<file path="config.mk">
export PLATFORM = sky130hd
export DESIGN_NAME = note_recorder
export DESIGN_NICKNAME = d
export VERILOG_FILES = /design/src/rtl/note_recorder_pkg.sv /design/src/rtl/note_buffer.sv /design/src/rtl/note_recorder.sv
export SDC_FILE = /design/constraint.sdc
export NUM_CORES = 1
export LEC_CHECK = 0
export CAP_MARGIN = 0
export CELL_PAD_IN_SITES_DETAIL_PLACEMENT = 2
export CELL_PAD_IN_SITES_GLOBAL_PLACEMENT = 2
export CORE_ASPECT_RATIO = 2
export CORE_MARGIN = 1.5
export CORE_UTILIZATION = 40
export DETAILED_ROUTE_END_ITERATION = 12
export GPL_TIMING_DRIVEN = 0
export PLACE_DENSITY_LB_ADDON = 0.1
export SYNTH_ARGS = -nofsm -noshare
export SYNTH_HDL_FRONTEND = slang
export SYNTH_SLANG_ARGS = --single-unit
</file>
<file path="constraint.sdc">
create_clock -name clk -period 3.2 [get_ports clk]
set_input_delay 0.64 -clock clk [delete_from_list [all_inputs] [get_ports clk]]
set_output_delay 0.64 -clock clk [all_outputs]
set_load 0.05 [all_outputs]
</file>
<file path="src/rtl/note_recorder_pkg.sv">
// Shared field widths and FSM encoding for the free-play note recorder.
package note_recorder_pkg;

  localparam int OCTAVE_BITS = 3;
  localparam int NOTE_BITS   = 4;
  localparam int LENGTH_BITS = 3;
  localparam int ENTRY_BITS  = OCTAVE_BITS + NOTE_BITS + LENGTH_BITS;

  typedef enum logic [2:0] {
    REC_IDLE  = 3'd0,
    REC_REC   = 3'd1,
    REC_ISSUE = 3'd2,
    REC_ACK   = 3'd3,
    REC_WAIT  = 3'd4
  } rec_state_e;

endpackage

</file>
<file path="src/rtl/note_buffer.sv">
// Recorded-note storage: synchronous write, combinational read, no reset.
module note_buffer
  import note_recorder_pkg::*;
#(
  parameter int DEPTH  = 32,
  parameter int ADDR_W = 5
) (
  input  logic                  clk,
  input  logic                  we,
  input  logic [ADDR_W-1:0]     waddr,
  input  logic [ENTRY_BITS-1:0] wdata,
  input  logic [ADDR_W-1:0]     raddr,
  output logic [ENTRY_BITS-1:0] rdata
);

  logic [ENTRY_BITS-1:0] mem [DEPTH];

  always_ff @(posedge clk) begin
    if (we) begin
      mem[waddr] <= wdata;
    end
  end

  assign rdata = mem[raddr];

endmodule

</file>
<file path="src/rtl/note_recorder.sv">
// Record/playback engine: captures struck notes, then replays them one at a
// time to the sound generator over a start/busy handshake.
module note_recorder
  import note_recorder_pkg::*;
#(
  parameter int DEPTH  = 32,
  parameter int ADDR_W = 5
) (
  input  logic                   clk,
  input  logic                   rst_n,
  input  logic                   en,
  input  logic                   rec,
  input  logic                   play,
  input  logic                   stop,
  input  logic                   hit,
  input  logic [OCTAVE_BITS-1:0] octave_in,
  input  logic [NOTE_BITS-1:0]   note_in,
  input  logic [LENGTH_BITS-1:0] length_in,
  input  logic                   sd_busy,
  output logic                   sd_start,
  output logic [OCTAVE_BITS-1:0] octave_out,
  output logic [NOTE_BITS-1:0]   note_out,
  output logic [LENGTH_BITS-1:0] length_out,
  output logic [ADDR_W:0]        count,
  output logic                   full,
  output logic                   busy,
  output logic                   done
);

  localparam logic [ADDR_W:0]   CNT_ONE = (ADDR_W+1)'(1);
  localparam logic [ADDR_W:0]   DEPTH_C = (ADDR_W+1)'(DEPTH);
  localparam logic [ADDR_W-1:0] PTR_ONE = ADDR_W'(1);

  rec_state_e             state_q, state_d;
  logic [ADDR_W:0]        count_q, count_d;
  logic [ADDR_W-1:0]      rd_ptr_q, rd_ptr_d;
  logic                   done_q, done_d;
  logic [ENTRY_BITS-1:0]  entry_q;
  logic                   we;
  logic                   load;
  logic [ENTRY_BITS-1:0]  rdata;

  note_buffer #(
    .DEPTH  (DEPTH),
    .ADDR_W (ADDR_W)
  ) u_buffer (
    .clk   (clk),
    .we    (we),
    .waddr (count_q[ADDR_W-1:0]),
    .wdata ({octave_in, note_in, length_in}),
    .raddr (rd_ptr_d),
    .rdata (rdata)
  );

  always_comb begin
    state_d  = state_q;
    count_d  = count_q;
    rd_ptr_d = rd_ptr_q;
    done_d   = 1'b0;
    we       = 1'b0;
    load     = 1'b0;
    if (!en || stop) begin
      state_d = REC_IDLE;
    end else begin
      case (state_q)
        REC_IDLE: begin
          if (rec) begin
            state_d = REC_REC;
            count_d = '0;
          end else if (play && count_q != '0) begin
            state_d  = REC_ISSUE;
            rd_ptr_d = '0;
            load     = 1'b1;
          end
        end
        REC_REC: begin
          // play outranks hit, so a coincident hit is dropped as well
          if (rec) begin
            state_d = REC_IDLE;
          end else if (!play && hit && !full) begin
            we      = 1'b1;
            count_d = count_q + CNT_ONE;
          end
        end
        REC_ISSUE: state_d = REC_ACK;
        REC_ACK: begin
          if (sd_busy) state_d = REC_WAIT;
        end
        REC_WAIT: begin
          if (!sd_busy) begin
            if ({1'b0, rd_ptr_q} == count_q - CNT_ONE) begin
              state_d = REC_IDLE;
              done_d  = 1'b1;
            end else begin
              state_d  = REC_ISSUE;
              rd_ptr_d = rd_ptr_q + PTR_ONE;
              load     = 1'b1;
            end
          end
        end
        default: state_d = REC_IDLE;
      endcase
    end
  end

  // Output entry is captured on entry to ISSUE so it is valid with sd_start.
  always_ff @(posedge clk or negedge rst_n) begin
    if (!rst_n) begin
      state_q  <= REC_IDLE;
      count_q  <= '0;
      rd_ptr_q <= '0;
      done_q   <= 1'b0;
      entry_q  <= '0;
    end else begin
      state_q  <= state_d;
      count_q  <= count_d;
      rd_ptr_q <= rd_ptr_d;
      done_q   <= done_d;
      if (load) entry_q <= rdata;
    end
  end

  assign sd_start = (state_q == REC_ISSUE);
  assign {octave_out, note_out, length_out} = entry_q;
  assign count = count_q;
  assign full  = (count_q == DEPTH_C);
  assign busy  = (state_q != REC_IDLE);
  assign done  = done_q;

endmodule

</file>
== After elaboration in Yosys (flattened, before gate mapping) ==
Memory sizes are Yosys's and may differ from the RTL's. A register that Yosys moved wholly into a read port is not among the register bits.
Index checks and enable logic that the tools add are counted.
Widths: inputs -> output; s select.

* Memories: 1
* Register bits: 15
* RAM bits: 320
* Word-level logic and storage cells: 70
* Output and inout bits: 20

* Bitwise gates (word level): 1
* Add/subtract/negate cells: 3
* Mux-type cells: 34
* Equality and inequality tests: 13
* Reductions and logical operators: 14

{| class="wikitable"
|+ Memories
! memory !! words !! bits a word !! read ports !! clocked after memory_dff !! write ports !! line !! text
|-
| u_buffer.mem || 32 || 10 || 1 || 1 || 1 || note_buffer.sv:16 || <nowiki>logic [ENTRY_BITS-1:0] mem [DEPTH];</nowiki>
|}

{| class="wikitable"
|+ Operators with widths
! cell !! count
|-
| $mux 5 || 5
|-
| $mux 3 || 6
|-
| $mux 6 || 3
|-
| $mux 1 || 15
|-
| $pmux 3 s5 || 1
|-
| $pmux 6 s2 || 1
|-
| $pmux 5 s2 || 1
|-
| $ne 3x3->1 const B || 3
|-
| $add 6x1->6 const B || 1
|-
| $eq 3x2->1 const B || 2
|-
| $eq 5x6->1 || 1
|-
| $eq 6x6->1 const B || 1
|-
| $ne 2x2->1 const B || 3
|-
| $reduce_bool 6->1 || 1
|-
| $sub 6x1->6 const B || 1
|-
| $add 5x1->5 const B || 1
|-
| $reduce_and 5->1 || 1
|-
| $logic_not 1->1 || 4
|-
| $ne 4x4->1 const B || 1
|-
| $reduce_and 4->1 || 1
|-
| $eq 3x1->1 const B || 1
|-
| $eq 3x3->1 const B || 1
|-
| $logic_and 1x1->1 || 3
|-
| $logic_not 3->1 || 1
|-
| other kinds (6) || 6
|}

== Logic depth before layout (Yosys ltp) ==
* Depth after elaboration: 9
* Mapped depth: 16

== By module ==
Synthesis repeated with hierarchy kept, for this count alone.

* Cell total of the unflattened synthesis: 867
* Area, all modules: 14375.0 sq um

{| class="wikitable"
|+ Modules (own cells, without submodules)
! module !! cells each !! instances !! area each (sq um)
|-
| note_buffer || 723 || 1 || 12793.5
|-
| note_recorder || 144 || 1 || 1581.5
|}

== Least setup slack after synthesis ==
OpenSTA, ideal clock, no wires.

* Path type: register -> register
* From: reg count_q[0], in the netlist count[0]
* To: reg entry_q[5] (read register of u_buffer.mem)
* Required time: 3.132 ns
* Setup time: 0.068 ns
* Slack: -0.231 ns
* Path buffers: 1
* Cell stages (with the launch flop): 14
* Period minus slack after synthesis: 3.431 ns
* Arrival time: 3.364 ns
* Cell sequence: dfrtp_1 > inv_1 > ha_1 > xnor3_1 > nand2_1 > a211oi_4 > a211o_1 > o21ai_1 > a21oi_4 > buf_2 > mux2_2 > mux2_2 > mux2i_1 > o221a_1

* Cells in the longest elaborated chain, start to end: 6

{| class="wikitable"
|+ Ends and longest elaborated chain
! item !! line !! text
|-
| from (decl) || note_recorder.sv:35 || <nowiki>logic [ADDR_W:0] count_q, count_d;</nowiki>
|-
| from (signal assigned) || note_recorder.sv:116 || <nowiki>count_q <= count_d;</nowiki>
|-
| $sub 6x1->6 / $reduce_bool 6->1 (equally long branches) || note_recorder.sv:91, note_recorder.sv:70 ||
|-
| $eq 5x6->1 / $logic_and 1x1->1 (equally long branches) || note_recorder.sv:91, note_recorder.sv:70 ||
|-
| $mux 5, or another cell as far along || note_recorder.sv:91 || <nowiki>if ({1'b0, rd_ptr_q} == count_q - CNT_ONE) begin</nowiki>
|-
| $mux 5, or another cell as far along || note_recorder.sv:90 || <nowiki>if (!sd_busy) begin</nowiki>
|-
| $pmux 5 s2 / $pmux 1 s2 (equally long branches) || note_recorder.sv:65 || <nowiki>case (state_q)</nowiki>
|-
| $mux 5 / $mux 1 (equally long branches) || note_recorder.sv:62 || <nowiki>if (!en || stop) begin</nowiki>
|-
| to (decl) || note_recorder.sv:38 || <nowiki>logic [ENTRY_BITS-1:0] entry_q;</nowiki>
|}

Parallel ways exist; a longest one is shown, timed or not.
A chain may end at the register's enable or synchronous reset.

== Worst setup path in the final report ==
* From: reg count_q[4], in the netlist count[4]
* To: reg entry_q[7] (read register of u_buffer.mem)

Same word-level chain as after synthesis.

==> parameters.txt <==
Parameter                              Value

Synthesis
  Average instance area after synthesis    13.8 µm²
  Flip-flop and latch count after synthesis    345
  Async set-reset flop share out of synthesis    0.0725
  Post-synthesis instance total    1045
  Netlist area before placement    14400 µm²
  Portion of the post-synthesis area used by sequential elements    0.710
  Post-synth cell types    66
  Count of flip-flops with a built-in enable after synthesis    320
  Dominant synthesized flop cell    sky130_fd_sc_hd__edfxtp_1
  YS warnings    0
  Net count of the mapped netlist    1068

Floorplan
  Die span in y    272 µm
  Cell row count    98
  Core footprint    35700 µm²
  Die outline area    37300 µm²
  Die outline width    137 µm
  Effective utilization at floorplan    0.404
  Ports placed on the boundary    38

Flow run
  Max-cap viol count    0

Timing
  Hold violation total from the final report    0
  Worst rel slew slack    0.0350
  Final worst slack    -438 ps
  Final setup violation count    10
  Post-Route Hold Slack    121 ps
  Slew at the pin closest to its max-slew limit    1440 ps
  Fmax    275 MHz
  Final period util    1.14
  Unrepaired setup endpoints after global routing    yes
  Number of max-slew violations in the final report    0
  Shortest clock period the worst path allows after layout    3640 ps
  Worst Skew    35.6 ps

Final layout
  Finished Cell Area    19100 µm²
  Layout filler cell count    3234
  Fraction of layout cells with a size suffix above 1    0.322
  Number of nets in the finished design    1222
  Commonest non-fill, non-tap cell in the layout    sky130_fd_sc_hd__edfxtp_1
  Layout Utilization    0.536
  Area delta synth->final    32.6%
  Final antenna diode count    0
  Commonest cells after routing, fill and taps aside    320 x sky130_fd_sc_hd__edfxtp_1, 198 x sky130_fd_sc_hd__nand2_1, 64 x sky130_fd_sc_hd__nand3_1, 63 x sky130_fd_sc_hd__buf_4, 42 x sky130_fd_sc_hd__mux2i_1

Worst hold path
  Type of the tightest min-delay check    in -> async

Drt
  Count of TritonRoute iterations in the first routing pass    5
  Routed wirelength normalized by instance count    34.9 µm
  Overall routed net length    58300 µm
  Initial DRC count    742
  DRC violations left    0
  Ratio of routed vias to standard cells    6.04
  Antenna viol nets, final    0
  DR vias    10100

Status
  Violated checks    setup timing
  Run status    complete, but fails checks

Placement
  Final weighted congestion of routability-driven global placement    0.857
  # port buffers    37
  Detail Placement HPWL    34500 µm
  Post-place instance area    15400 µm²

Clock network
  Root buffer cell    sky130_fd_sc_hd__clkbuf_16
  Clock tree from TritonCTS    yes
  Number of levels in the clock H-tree    1
  Clock-pin slew of the registers on the worst-case setup and hold paths    80 ps
  Number of clock sinks seen by CTS    345
  Number of buffers created by CTS    30
  Buffers from clock root to sink, at most    3
  Count of hold buffers inserted by post-cts repair    0
  Clock latency at the later pin of the worst-skew pair    600 ps

GRT
  Global-route wire length before repair    78600 µm
  Number of global-route vias before repair    11100
  Maximum number of pins on one net before global-route repair    33
  Total overflow reported by the global router    0
  Total track usage    0.304
  Antenna violations before repair    0

Power and ir drop
  Cell area power density    586 nW/µm²
  Leakage power    6.71 nW
  Max rail drop VDD    617 µV

Critical path
  Data required time of the critical path    3610 ps
  Maximum fanout count along the critical path    10
  Arrival time of data at the critical path endpoint    4050 ps
  Endpoint kind of the worst setup timing path    flip-flop
  Critical path start-end classification    reg -> reg
  Startpoint type of the worst setup path    flip-flop
-- critical path, cell delays in order (launching register included) --
cell and delay (ps):
sky130_fd_sc_hd__dfrtp_2 430, sky130_fd_sc_hd__or3_4 440, sky130_fd_sc_hd__or3b_4 460, sky130_fd_sc_hd__a31o_4 300, sky130_fd_sc_hd__o211ai_1 120, sky130_fd_sc_hd__o211ai_2 130, sky130_fd_sc_hd__buf_6 180, sky130_fd_sc_hd__buf_12 150
sky130_fd_sc_hd__buf_12 150, sky130_fd_sc_hd__nand2_1 130, sky130_fd_sc_hd__a32oi_4 190, sky130_fd_sc_hd__a22o_4 300, sky130_fd_sc_hd__a311oi_4 320, sky130_fd_sc_hd__a31oi_1 150
-- metrics by stage --
stage	power, mW	setup WS, ps	TNS [ps]	std cells
floorplan	5.89	-30.3	-2050	1045
global placement	6.48	-1920	-562500	1532
detailed placement	6.50	-2000	-585590	1534
CTS	10.9	-381	-3590	1654
global route	11.4	-526	-4310	1673
finish	11.2	-438	-3560	1673
-- logic make-up (layout without fill, tap and decap cells) --
kind of cell,after synthesis,count (layout),synth area share
AOI/OAI and AO/OA,127,127,0.0621
DFF,345,345,0.710
xor gates and xnor gates,9,9,0.00642
muxes,97,97,0.0688
buffers and inverters,69,247,0.0276
adders and majority gates,5,5,0.00434
and+or+nand+nor,393,393,0.121
-- metal layers --
layer	track usage	wire length, µm	vias to the layer above	share of wire
li1	-	-	4218	-
met1	0.310	19400	5335	0.33
met2	0.565	32000	385	0.55
met3	0.0273	1960	174	0.034
met4	0.214	4950	0	0.085
met5	0	0	-	0
-- state kept, by name, summed over array words and instances (netlist names) --
| name | cells |
|---|---|
| u_buffer.mem | 320 |
| count | 6 |
| done | 1 |
| entry_q | 10 |
| rd_ptr_q | 5 |
| state_q | 3 |
-- power breakdown --
part           internal, mW  switching [mW]  total, mW
clock                  2.51            1.82       4.32
combinational         0.696            1.13       1.83
sequential             4.99          0.0768       5.06
-- cells in the mapped netlist, types with 4 or more instances --
cell                       number  area [µm²]
sky130_fd_sc_hd__o21ai_0        7        35.0
sky130_fd_sc_hd__nor3_1        11        55.1
sky130_fd_sc_hd__inv_1          6        22.5
sky130_fd_sc_hd__o31ai_1        5        37.5
sky130_fd_sc_hd__a21oi_1       44         220
sky130_fd_sc_hd__mux2i_1       80         801
sky130_fd_sc_hd__dfrtp_1       25         626
sky130_fd_sc_hd__a211oi_1       4        30.0
sky130_fd_sc_hd__nor2_1        44         165
sky130_fd_sc_hd__or3_1          5        31.3
sky130_fd_sc_hd__o221a_1        4        45.0
sky130_fd_sc_hd__and3_1        16         100
sky130_fd_sc_hd__nand4_1        8        50.1
sky130_fd_sc_hd__edfxtp_1     320        9610
sky130_fd_sc_hd__nor4_1         5        31.3
sky130_fd_sc_hd__buf_6          5        56.3
sky130_fd_sc_hd__a32oi_1        6        52.6
sky130_fd_sc_hd__buf_2         26         130
sky130_fd_sc_hd__a32o_1         5        50.1
sky130_fd_sc_hd__a31oi_1       15        93.8
sky130_fd_sc_hd__ha_1           5        62.6
sky130_fd_sc_hd__xor2_1         6        52.6
sky130_fd_sc_hd__buf_4         17         128
sky130_fd_sc_hd__nand3_1       70         350
sky130_fd_sc_hd__nand2_1      213         800
sky130_fd_sc_hd__clkbuf_1      10        37.5
sky130_fd_sc_hd__mux2_2        17         191
-- final timing paths --
kind	endpoint	depth (start not counted)	startpoint	slack (ps)
max in group asynchronous	count[4]	1	rst_n	2490
min in group clk	entry_q[1]	1	entry_q[1]	590
setup / recovery	entry_q[7]	13	count[4]	-440
setup reg to reg	entry_q[7]	13	count[4]	-440
hold reg to reg	entry_q[1]	1	entry_q[1]	590
hold / removal	done	1	rst_n	120
-- repair_timing --
action | 4_1_cts | 5_1_grt
pin swaps | 48 | 43
setup buffers | 64 | 22
endpoints found under the setup margin | 336 | 190
resized for setup | 244 | 128
cloned | 2 | 2
hold endpoints to repair | 0 | 0
-- final cells by class --
class	instances	area (µm²)	area share
Clock inverter	20	340	0.0178
Timing Repair Buffer	125	1420	0.0744
Tap cell	450	563	0.0294
Buffer	58	662	0.0346
Clock buffer	36	795	0.0415
Sequential cell	345	10200	0.536
Multi-Input combinational cell	631	5050	0.264
Inverter	8	51.3	0.00268
Note: power is estimated with default switching activity, not from simulation.
